$ cat src/rtl/serial_addsub.sv
// Digit-serial two's-complement adder/subtractor.
// Processes DIGIT bits per clock, LSB first, through a single registered carry.
// Handshake: start (sampled when not busy) -> busy for NDIG cycles -> one-cycle done.
// Outputs sum/cout/ovf are registered and change only on completion or reset.
module serial_addsub #(
  parameter int WIDTH = 16,  // operand/result width, >= 2
  parameter int DIGIT = 1    // bits per clock, must divide WIDTH
) (
  input  logic             clk,
  input  logic             rst,
  input  logic             start,
  input  logic             sub,
  input  logic [WIDTH-1:0] a,
  input  logic [WIDTH-1:0] b,
  output logic             busy,
  output logic             done,
  output logic [WIDTH-1:0] sum,
  output logic             cout,
  output logic             ovf
);

  localparam int NDIG = WIDTH / DIGIT;
  localparam int CW   = (NDIG > 1) ? $clog2(NDIG) : 1;

  typedef enum logic [1:0] {
    IDLE = 2'd0,
    RUN  = 2'd1,
    DONE = 2'd2
  } state_t;

  state_t           state_q, state_d;
  logic [WIDTH-1:0] a_q, a_d;
  logic [WIDTH-1:0] b_q, b_d;
  logic [WIDTH-1:0] res_q, res_d;
  logic [WIDTH-1:0] sum_q, sum_d;
  logic             carry_q, carry_d;
  logic             cout_q, cout_d;
  logic             ovf_q, ovf_d;
  logic             busy_q, busy_d;
  logic             done_q, done_d;
  logic [CW-1:0]    cnt_q, cnt_d;

  logic [DIGIT:0]   dig_sum;
  logic [WIDTH-1:0] dig_ext;
  logic [WIDTH-1:0] res_next;
  logic             last_dig;
  logic             msb_cin;

  // Digit adder and result assembly for the current RUN cycle
  always_comb begin
    dig_sum  = {1'b0, a_q[DIGIT-1:0]} + {1'b0, b_q[DIGIT-1:0]}
             + {{DIGIT{1'b0}}, carry_q};
    dig_ext  = '0;
    dig_ext[DIGIT-1:0] = dig_sum[DIGIT-1:0];
    // New digit enters at the MSB end; after NDIG shifts it is fully aligned
    res_next = (res_q >> DIGIT) | (dig_ext << (WIDTH - DIGIT));
    last_dig = (cnt_q == CW'(NDIG - 1));
    // Carry into the top bit recovered from that bit's own sum: s = a ^ b ^ cin
    msb_cin  = a_q[DIGIT-1] ^ b_q[DIGIT-1] ^ dig_sum[DIGIT-1];
  end

  // Next-state and next-output computation for the IDLE/RUN/DONE sequencer
  always_comb begin
    state_d = state_q;
    a_d     = a_q;
    b_d     = b_q;
    res_d   = res_q;
    sum_d   = sum_q;
    carry_d = carry_q;
    cout_d  = cout_q;
    ovf_d   = ovf_q;
    busy_d  = busy_q;
    done_d  = 1'b0;
    cnt_d   = cnt_q;

    case (state_q)
      IDLE, DONE: begin
        if (start) begin
          // Subtraction as a + ~b + 1: invert B and seed the carry with 1
          a_d     = a;
          b_d     = sub ? ~b : b;
          carry_d = sub;
          cnt_d   = '0;
          res_d   = '0;
          busy_d  = 1'b1;
          state_d = RUN;
        end else begin
          busy_d  = 1'b0;
          state_d = IDLE;
        end
      end
      RUN: begin
        a_d     = a_q >> DIGIT;
        b_d     = b_q >> DIGIT;
        carry_d = dig_sum[DIGIT];
        res_d   = res_next;
        cnt_d   = cnt_q + CW'(1);
        if (last_dig) begin
          sum_d   = res_next;
          cout_d  = dig_sum[DIGIT];
          ovf_d   = msb_cin ^ dig_sum[DIGIT];
          busy_d  = 1'b0;
          done_d  = 1'b1;
          state_d = DONE;
        end
      end
      default: begin
        busy_d  = 1'b0;
        state_d = IDLE;
      end
    endcase
  end

  // State and registered outputs; synchronous reset discards any operation
  always_ff @(posedge clk) begin
    if (rst) begin
      state_q <= IDLE;
      a_q     <= '0;
      b_q     <= '0;
      res_q   <= '0;
      sum_q   <= '0;
      carry_q <= 1'b0;
      cout_q  <= 1'b0;
      ovf_q   <= 1'b0;
      busy_q  <= 1'b0;
      done_q  <= 1'b0;
      cnt_q   <= '0;
    end else begin
      state_q <= state_d;
      a_q     <= a_d;
      b_q     <= b_d;
      res_q   <= res_d;
      sum_q   <= sum_d;
      carry_q <= carry_d;
      cout_q  <= cout_d;
      ovf_q   <= ovf_d;
      busy_q  <= busy_d;
      done_q  <= done_d;
      cnt_q   <= cnt_d;
    end
  end

  assign busy = busy_q;
  assign done = done_q;
  assign sum  = sum_q;
  assign cout = cout_q;
  assign ovf  = ovf_q;

endmodule

$ cat config.mk
export PLATFORM = sky130hd
export DESIGN_NAME = serial_addsub
export DESIGN_NICKNAME = d
export VERILOG_FILES = /design/src/rtl/serial_addsub.sv
export SDC_FILE = /design/constraint.sdc
export NUM_CORES = 1
export LEC_CHECK = 0
export CELL_PAD_IN_SITES_DETAIL_PLACEMENT = 1
export CELL_PAD_IN_SITES_GLOBAL_PLACEMENT = 2
export CORE_ASPECT_RATIO = 1.1
export CORE_MARGIN = 1
export CORE_UTILIZATION = 36
export CTS_BUF_LIST = sky130_fd_sc_hd__clkbuf_8
export CTS_CLUSTER_SIZE = 10
export DETAILED_ROUTE_END_ITERATION = 8
export PLACE_DENSITY = 0.86
export SYNTH_ARGS = -nofsm -noshare
export SYNTH_HDL_FRONTEND = slang
export SYNTH_SLANG_ARGS = --single-unit
$ cat constraint.sdc
create_clock -name clk -period 3.5 [get_ports clk]
set_input_delay 0.7 -clock clk [delete_from_list [all_inputs] [get_ports clk]]
set_output_delay 0.7 -clock clk [all_outputs]
set_load 0.05 [all_outputs]
==> impl_metrics.toml <==
[run_status]
status = "finished clean"

[drt]
drc = 0
drt_iter0_drc = 116
wire_per_inst_um = 14.0
via_per_inst = 5.12
dr_total_vias = 2298
ant_nets = 0
first_pass_iters = 5
drt-total-wl_um = 6270

[pwr]
p_seq_share_pct = 54.3
intPower_mw = 1.23
p_switching_mw = 0.423
p_comb_share_pct = 12.3
switching_share_pct = 25.6
p_leak_nw = 1.30
clockPowerShare_pct = 33.5
power_per_cell_area_mw_per_mm2 = 456
vdd_drop_max_mv = 0.189

[yosys]
yosys.area.top_type_share_pct = 50.5
ys_ff_latch = 74
yosysMostFrequentCell = "dfxtp_1"
postSynthAreaPerCell_um2 = 9.94
synth_top_cell_by_area = "dfxtp_1"
ys_top_cells_by_area = "dfxtp_1 51%, a22oi_1 13%, a21oi_1 5.8%"
synthCells = 295
synth_edf_count = 0
ys.flop_type = "dfxtp_1"
syn-num-nets = 333
synth_commonest_cells = "74 x dfxtp_1, 49 x a22oi_1, 34 x a21oi_1, 31 x nand2_1, 27 x nor2_1"
syn-cell-area_mm2 = 0.00293
ys_warn_count = 0
ys_types = 29
async_reset_ff_share_pct = 0
synth_seq_area_share_pct = 50.5

[clock_tree]
cts_resized = 0
clk_latency_ns = 0.34
numCtsBuffers = 9
clkTransAtPathRegs_ns = 0.07
clockBufferDepth = 2
cts_root_buffer = "clkbuf_8"
htree_levels = 3
numClockSinks = 74
cts_tree = "yes"
hold_buffers = 0
cts_setup_buffers = 0

[global_routing]
grt_pass1_wl_um = 10300
antenna_found_initial = 0
grt_max_degree = 52
gr-total-overflow = 0
grt_pass1_vias = 2222
grtUsageTotal_pct = 15.4

[layout]
fillers = 929
fin_cells = 449
drive_gt1_share_pct = 7.33
nNetsFinal = 376
syn_to_final_growth_pct = 23.3
fin_util_pct = 45.7
multi_input_area_mm2 = 0.00127
regArea_mm2 = 0.00148
antennaDiodeCount = 0

[floorplanning]
dieArea_mm2 = 0.00851
core_region_area_mm2 = 0.00791
start_util_pct = 37.1
io_pins = 56
die_h_um = 96.7
die_w_um = 88.1
num_rows = 34

[timing]
fin_crit_sh_pct = 62.6
final-setup-viol-count = 0
setup-tns-final_ns = 0
worst_pin_slew_ns = 0.953
rsz0062_at_grt = "false"
setup_ws_ns = 1.31
maxSlewViolCount = 0
skew_ns = 0.00469
fmax_mhz = 456
hold_viol = 0
min_period_ns = 2.19
whs_ns = 0.460
slew_headroom_pct = 36.3

[critical_path]
crit_buf_inv = 1
critPathKind = "flip-flop to output port"
critPathLaunchType = "flip-flop"
crit_required_ns = 2.80
worstPathMaxFanout = 2
arrival_ns = 1.49
crit_family = "buffers and inverters"
path_cells = "clkdlybuf4s50_1"
critPathCaptureType = "output port"
worst_path_max_delay_cell = "clkdlybuf4s50_1"
slowest_delay_ns = 0.81

[placed_design]
pre_cts_ws_ns = 1.03
io_buffer_count = 55
dp_cells = 435
place_hpwl_um = 4050
place_congestion = 0.738

[min_path]
hp-class = "flip-flop to flip-flop"

[run]
max-cap-violations = 0
kinds of logic (layout without fill, tap and decap cells):
logic type               count (synthesis)  in the layout  share of synthesized area, %
AO/OA/AOI/OAI                          102            102                          23.8
XOR/XNOR                                19             19                          5.67
adder cells (fa/ha/maj)                  2              2                          1.11
buffers and inverters                   27             73                          6.61
flip-flops                              74             74                          50.5
multiplexers                             2              2                         0.683
AND/OR/NAND/NOR                         69             69                          11.6
cells in the final DEF, fill, tap and decap left out, types with 2 or more instances in the layout:
cell type | synthesis | routed
mux2i_1 | 2 | 2
xor2_1 | 16 | 16
inv_1 | 1 | 2
clkdlybuf4s50_1 | 0 | 54
buf_4 | 9 | 3
a21oi_1 | 34 | 34
a22o_1 | 16 | 16
nor2b_4 | 0 | 2
nor2_4 | 2 | 2
clkinv_2 | 0 | 2
a22oi_1 | 49 | 49
dfxtp_1 | 74 | 74
xnor2_1 | 3 | 3
nand2_1 | 31 | 31
clkbuf_8 | 0 | 10
nor2_1 | 27 | 27
per-stage QoR:
step / area [um^2] / total power, mW
2_1_floorplan: 2930 / 1.06
3_3_place_gp: 3460 / 1.11
3_5_place_dp: 3460 / 1.12
4_1_cts: 3620 / 1.68
5_1_grt: 3620 / 1.73
6_report: 3620 / 1.65
layer usage:
layer  global-route usage [%]  vias to the layer above  part of all wire, %
met3                     3.67                        4                  3.9
met2                     25.2                       51                   49
met5                        0                        -                    0
li1                         -                     1134                    -
met4                     5.58                        0                  1.0
met1                     19.5                     1109                   46
final cells by class:
class	instances	area share, %
clock buffer	10	3.80
clock inverter	4	0.588
inverter	1	0.104
multi-input combinational	194	35.1
sequential	74	41.0
tap	108	3.74
timing repair buffer	58	15.7
final timing paths:
path / startpoint / endpoint / slack [ns] / cells after the start
worst max-delay path: ovf$_SDFFE_PP0P_ / ovf / 1.31 / 1
worst min-delay path: b_q[5]$_SDFFE_PP0P_ / b_q[5]$_SDFFE_PP0P_ / 0.46 / 2
worst max register to register: state_q[0]$_SDFFE_PP0P_ / cnt_q[3]$_SDFFE_PP0P_ / 1.48 / 5
worst min register to register: b_q[5]$_SDFFE_PP0P_ / b_q[5]$_SDFFE_PP0P_ / 0.46 / 2
power groups by stage:
stage / registers (mW) / clock network, mW / logic [mW]
6_report: 0.896 / 0.553 / 0.202
5_1_grt: 0.899 / 0.603 / 0.224
4_1_cts: 0.896 / 0.576 / 0.205
3_5_place_dp: 0.915 / 0 / 0.205
3_3_place_gp: 0.913 / 0 / 0.200
2_1_floorplan: 0.912 / 0 / 0.150
flip-flops by register name (all words and copies together), names as in the netlist, 2 cells and up:
signal	count
a_q	16
b_q	16
cnt_q	4
res_q	15
state_q	2
sum	16
Power figures use the tool's default switching activity.
